**src/rtl/switch_hex_sequencer_pkg.sv**
```systemverilog
`default_nettype none
// ============================================================================
//  Module   : switch_seq_pkg
//  Brief    : Shared state encoding, ASCII constants and nibble-to-hex
//             conversion for the switch hex sequencer.
//  Revision : 1.0 - initial release
// ============================================================================
package switch_seq_pkg;

    // Scan sequencer states
    typedef enum logic [2:0] {
        IDLE    = 3'd0,
        SELECT  = 3'd1,
        SEND    = 3'd2,
        NEWLINE = 3'd3,
        DONE    = 3'd4
    } seq_state_t;

    localparam logic [7:0] ASCII_ZERO      = 8'h30;
    localparam logic [7:0] ASCII_ALPHA_OFS = 8'h37;  // 'A' - 10
    localparam logic [7:0] ASCII_LF        = 8'h0A;

    // Uppercase ASCII hex digit for a 4-bit value
    function automatic logic [7:0] nibble_to_ascii(input logic [3:0] nib);
        if (nib <= 4'd9) begin
            return ASCII_ZERO + {4'h0, nib};
        end else begin
            return ASCII_ALPHA_OFS + {4'h0, nib};
        end
    endfunction

endpackage
`default_nettype wire

```
**src/rtl/switch_hex_sequencer.sv**
```systemverilog
`default_nettype none
// ============================================================================
//  Module   : switch_hex_sequencer
//  Brief    : Walks the nibble-mux select 3..0, samples each nibble after a
//             settle delay and streams it as an uppercase ASCII hex digit to a
//             valid/ready UART byte interface, optionally followed by LF.
//             The completed 16-bit word is published as a snapshot.
//  Revision : 1.0 - initial release
// ============================================================================
module switch_hex_sequencer
    import switch_seq_pkg::*;
#(
    parameter int SETTLE_CYCLES  = 2,   // legal range 1..15
    parameter int APPEND_NEWLINE = 1
) (
    input  logic        clk,
    input  logic        rst,
    input  logic        start,
    output logic        busy,
    output logic [1:0]  mux,
    input  logic [3:0]  selected_switches,
    output logic [7:0]  tx_data,
    output logic        tx_valid,
    input  logic        tx_ready,
    output logic        done,
    output logic [15:0] snapshot
);

    // Last settle-count value before sampling
    localparam logic [3:0] c_SETTLE_LAST = 4'(SETTLE_CYCLES - 1);
    localparam bit         c_NEWLINE     = (APPEND_NEWLINE != 0);

    seq_state_t  r_state;
    logic [1:0]  r_index;
    logic [3:0]  r_settle;
    logic [15:0] r_shadow;
    logic [1:0]  r_mux;
    logic [7:0]  r_tx_data;
    logic        r_tx_valid;
    logic        r_busy;
    logic        r_done;
    logic [15:0] r_snapshot;

    // Scan FSM: every output is a register updated alongside the state
    always_ff @(posedge clk or posedge rst) begin
        if (rst) begin
            r_state    <= IDLE;
            r_index    <= 2'd3;
            r_settle   <= 4'd0;
            r_shadow   <= 16'h0000;
            r_mux      <= 2'b00;
            r_tx_data  <= 8'h00;
            r_tx_valid <= 1'b0;
            r_busy     <= 1'b0;
            r_done     <= 1'b0;
            r_snapshot <= 16'h0000;
        end else begin
            r_done <= 1'b0;
            case (r_state)
                IDLE: begin
                    if (start) begin
                        r_state  <= SELECT;
                        r_index  <= 2'd3;
                        r_mux    <= 2'b11;
                        r_settle <= 4'd0;
                        r_busy   <= 1'b1;
                    end
                end

                SELECT: begin
                    if (r_settle == c_SETTLE_LAST) begin
                        // Mux output has settled: capture nibble and present it
                        r_settle <= 4'd0;
                        case (r_index)
                            2'd3:    r_shadow[15:12] <= selected_switches;
                            2'd2:    r_shadow[11:8]  <= selected_switches;
                            2'd1:    r_shadow[7:4]   <= selected_switches;
                            default: r_shadow[3:0]   <= selected_switches;
                        endcase
                        r_tx_data  <= nibble_to_ascii(selected_switches);
                        r_tx_valid <= 1'b1;
                        r_state    <= SEND;
                    end else begin
                        r_settle <= r_settle + 4'd1;
                    end
                end

                SEND: begin
                    // tx_valid is high throughout SEND, so tx_ready is the handshake
                    if (tx_ready) begin
                        if (r_index != 2'd0) begin
                            r_index    <= r_index - 2'd1;
                            r_mux      <= r_index - 2'd1;
                            r_tx_valid <= 1'b0;
                            r_state    <= SELECT;
                        end else if (c_NEWLINE) begin
                            r_tx_data <= ASCII_LF;
                            r_state   <= NEWLINE;
                        end else begin
                            r_tx_valid <= 1'b0;
                            r_done     <= 1'b1;
                            r_snapshot <= r_shadow;
                            r_state    <= DONE;
                        end
                    end
                end

                NEWLINE: begin
                    if (tx_ready) begin
                        r_tx_valid <= 1'b0;
                        r_done     <= 1'b1;
                        r_snapshot <= r_shadow;
                        r_state    <= DONE;
                    end
                end

                DONE: begin
                    r_state <= IDLE;
                    r_busy  <= 1'b0;
                    r_mux   <= 2'b00;
                end

                default: begin
                    r_state <= IDLE;
                end
            endcase
        end
    end

    assign busy     = r_busy;
    assign mux      = r_mux;
    assign tx_data  = r_tx_data;
    assign tx_valid = r_tx_valid;
    assign done     = r_done;
    assign snapshot = r_snapshot;

endmodule
`default_nettype wire

```
**config.mk**
```make
export PLATFORM = sky130hd
export DESIGN_NAME = switch_hex_sequencer
export DESIGN_NICKNAME = d
export VERILOG_FILES = /design/src/rtl/switch_hex_sequencer_pkg.sv /design/src/rtl/switch_hex_sequencer.sv
export SDC_FILE = /design/constraint.sdc
export NUM_CORES = 1
export LEC_CHECK = 0
export CORE_MARGIN = 2
export CORE_UTILIZATION = 53
export CTS_CLUSTER_SIZE = 20
export DETAILED_ROUTE_END_ITERATION = 12
export PLACE_DENSITY = 0.82
export REMOVE_ABC_BUFFERS = 1
export SYNTH_ARGS = -nofsm -noshare
export SYNTH_HDL_FRONTEND = slang
export SYNTH_SLANG_ARGS = --single-unit
```
**constraint.sdc**
```tcl
create_clock -name clk -period 2.2 [get_ports clk]
set_clock_uncertainty 0.05 [all_clocks]
set_input_delay 0.44 -clock clk [delete_from_list [all_inputs] [get_ports clk]]
set_output_delay 0.44 -clock clk [all_outputs]
set_load 0.005 [all_outputs]
```
==> summary.txt <==
Worst setup path
  • Kind of launch point of the worst setup path: register
  • Cell family with most CP delay: simple AND/OR/NAND/NOR gates
  • CP Buf/Inv Count: 2
  • Type of destination of the critical path: register
  • Crit-path max FO: 4
  • Class of the most critical setup path: reg -> reg
  • CP Depth: 7
  • Crit-path cells: inv_1, ha_1, or3b_1, nor4b_4, buf_4, nand2_1, mux2_2
  • Required time at the worst-slack endpoint: 2350 ps
  • Arrival @ worst endpoint: 2290 ps
  • Max stage delay on crit path: 420 ps
  • FF-to-FF path depth: 7
  • CP max stage cell: sky130_fd_sc_hd__dfrtp_1

Cells and area
  • Most common cell after layout, fill and taps aside: sky130_fd_sc_hd__nand2_1
  • Top library cells by usage in the layout, fill and taps aside: sky130_fd_sc_hd__nand2_1, sky130_fd_sc_hd__dfrtp_1, sky130_fd_sc_hd__clkdlybuf4s50_1
  • Signed area change from the synthesized netlist to the final layout: 24.9%
  • Antenna fix cells: 0
  • Total of fill cells in the finished design: 328
  • Layout Nets: 291
  • Area of the multi-input gates: 993 um2
  • Storage cell area: 0.00133 mm2
  • Fraction of final layout cells with drive strength greater than 1: 0.185

Synth
  • Adder and majority gate portion of the synthesized area: 0.0419
  • Synth area leader: sky130_fd_sc_hd__dfrtp_1
  • Main combinational cell family by area after synthesis: simple AND/OR/NAND/NOR gates
  • Post-synthesis register bit count: 53
  • Basic-gate share of the synthesized area counting and, or, nand and nor cells: 0.182
  • Post-synthesis cell count: 226
  • Warnings from Yosys: 0
  • Average footprint of a synthesized cell: 10.6 um2
  • Area share of xor/xnor cells in the synthesized design: 0.00367
  • Biggest area contributors in the synthesized netlist: sky130_fd_sc_hd__dfrtp_1, sky130_fd_sc_hd__mux2_2, sky130_fd_sc_hd__nand2_1
  • Synthesized-area fraction occupied by ao, oa, aoi and oai cells: 0.0749
  • Share of async-settable or async-resettable flops after synthesis: 1.00
  • Sequential element share of the synthesized area: 0.556
  • Count of flip-flops with a built-in enable after synthesis: 0
  • Distinct cells, synth: 37
  • Mux contribution to synthesized area: 0.108
  • Post-synthesis instance area: 0.00239 mm2
  • Fraction of post-synthesis cell area in the top cell type by area: 0.534
  • Post-synth top flop: sky130_fd_sc_hd__dfrtp_1

Power
  • Leakage power: 1.39 nW
  • Proportion of power drawn by flip-flops and latches: 0.456
  • Logic gate share of total power: 0.392
  • Net Sw Frac: 0.319
  • Total net switching power: 0.00114 W
  • Internal power: 0.00243 W
  • VDD IR-drop max: 770 uV
  • Total power consumption of the routed design: 0.00356 W
  • Clock network fraction of total power: 0.152
  • Power per Cell Area: 1190 mW/mm2

Die
  • Full die area: 0.00506 mm2
  • Initial Util: 0.549
  • Cell row count: 24
  • Die outline height: 71.1 um
  • Core footprint: 0.00435 mm2
  • Ports: 37
  • Die outline width: 71.1 um

STA
  • Final period utilization: 0.977
  • Final Hold Vio Count: 0
  • Setup violation total in the final timing report: 0
  • Final-layout worst hold slack: 396 ps
  • Time the final worst path needs with I/O delays and setup: 2150 ps
  • Final count of pins violating max slew: 0
  • Final worst slack: 50.3 ps
  • Achievable Freq: 465 MHz

Global route
  • Wire length of the first global-routing pass: 8.03 mm
  • Number of global-route vias before repair: 1704
  • Number of antenna violations at the first check in global routing: 0
  • Overall routing resource usage: 0.205
  • Overall overflow remaining after global route: 0
  • Largest net degree at the start of global routing: 25

Status
  • Status: completed

Clock tree
  • CTS sink cnt: 53
  • Clock tree from TritonCTS: built
  • Hold buffer count at cts: 0
  • H-tree levels: 2
  • Clock transition at the register clock pins on the worst setup and hold paths after CTS: 90 ps
  • Clock latency at the later pin of the worst-skew pair: 300 ps
  • CTS root buffer: sky130_fd_sc_hd__clkbuf_8
  • Max Buffers Root-to-Sink: 2
  • Number of CTS-inserted buffers: 5

Detailed routing
  • Number of DRC violations after detailed routing: 0
  • 1st-pass router iterations: 4
  • Detail Route Antenna Nets: 0
  • Aggregate routed wire length: 4.79 mm
  • Vias/cell: 5.30
  • WL per Instance: 14.6 um
  • First-iteration detailed-routing DRC count: 51
  • Total number of vias: 1740

Job
  • Max_cap viols: 0

Placement
  • Post-detailed-placement half-perimeter wirelength: 3.48 mm
  • Routability congestion estimate: 0.794
  • Worst setup slack before clock tree synthesis: -56.7 ps
  • Count of buffers inserted at the top-level ports: 35

Worst hold path
  • Type of the worst min-delay path: in -> async
-- flip-flops by register name, indices dropped and copies added (netlist names) --
name      cells
r_state       3
tx_valid      1
done          1
tx_data       7
r_settle      4
mux           2
r_shadow     16
snapshot     16
r_index       2
busy          1
-- cells by family after synthesis --
family,count (synthesis)
compound gates,30
xor+xnor,1
fa+ha+maj,8
buf+inv,18
flops,53
mux,23
other cells,1
simple gates,92
-- metrics by stage --
stage | setup TNS (ps) | cells | utilization | instance area [um2]
2_1_floorplan | 0 | 219 | - | 2350
4_1_cts | 0 | 327 | 0.682 | 2970
5_1_grt | -145 | 328 | 0.685 | 2980
3_3_place_gp | 0 | 319 | 0.661 | 2880
3_5_place_dp | -72.0 | 319 | 0.661 | 2880
6_report | 0 | 328 | 0.685 | 2980
-- synthesized netlist by cell type, types with 2 or more instances --
cell type / number
sky130_fd_sc_hd__or3_1: 2
sky130_fd_sc_hd__dfrtp_1: 51
sky130_fd_sc_hd__nand2b_1: 7
sky130_fd_sc_hd__ha_1: 8
sky130_fd_sc_hd__nand2_1: 61
sky130_fd_sc_hd__nor4b_1: 2
sky130_fd_sc_hd__clkbuf_1: 3
sky130_fd_sc_hd__nor3b_1: 2
sky130_fd_sc_hd__a21o_1: 3
sky130_fd_sc_hd__dfstp_2: 2
sky130_fd_sc_hd__o21ai_0: 14
sky130_fd_sc_hd__mux2_2: 21
sky130_fd_sc_hd__inv_1: 10
sky130_fd_sc_hd__buf_2: 3
sky130_fd_sc_hd__or2_2: 2
sky130_fd_sc_hd__nand3_1: 3
sky130_fd_sc_hd__nor2_1: 6
sky130_fd_sc_hd__o31ai_1: 2
sky130_fd_sc_hd__a21oi_1: 6
-- layout make-up --
class | instances | share of cell area
clock buffers | 6 | 0.0243
clock inverters | 2 | 0.00503
inverters | 11 | 0.0138
multi-input cells | 155 | 0.333
flip-flops and latches | 53 | 0.445
well taps | 52 | 0.0218
repair buffers | 49 | 0.157
-- power by group through the flow --
stage | Combinational [W] | Sequential (W) | Clock (W)
floorplan | 0.000661 | 0.00163 | 0
global placement | 0.00135 | 0.00163 | 0
detailed placement | 0.00138 | 0.00164 | 0
CTS | 0.00139 | 0.00162 | 0.000555
global route | 0.00154 | 0.00168 | 0.000593
finish | 0.00140 | 0.00163 | 0.000540
-- layer usage --
metal,routed length [um],global-route usage,up-vias,share of wire
met2,2260,0.327,27,0.47
met1,2330,0.280,856,0.49
met5,0,0,-,0
met4,61,0.0713,0,0.013
li1,-,-,850,-
met3,134,0.0456,7,0.028
-- what timing repair did --
action | 4_1_cts | 5_1_grt
setup endpoints to repair | 0 | 3
gates resized for setup | 0 | 3
buffers inserted | 0 | 1
-- worst paths after layout --
| kind | slack (ps) | from | end |
|---|---|---|---|
| max | 50 | r_settle[1] | r_shadow[14] |
| min | 400 | rst | snapshot[2] |
| max reg2reg | 50 | r_settle[1] | r_shadow[14] |
| min reg2reg | 420 | r_shadow[6] | snapshot[6] |
| max in group asynchronous | 1170 | rst | tx_data[6] |
| min in group clk | 420 | r_shadow[6] | snapshot[6] |
Note: power is estimated with default switching activity, not from simulation.
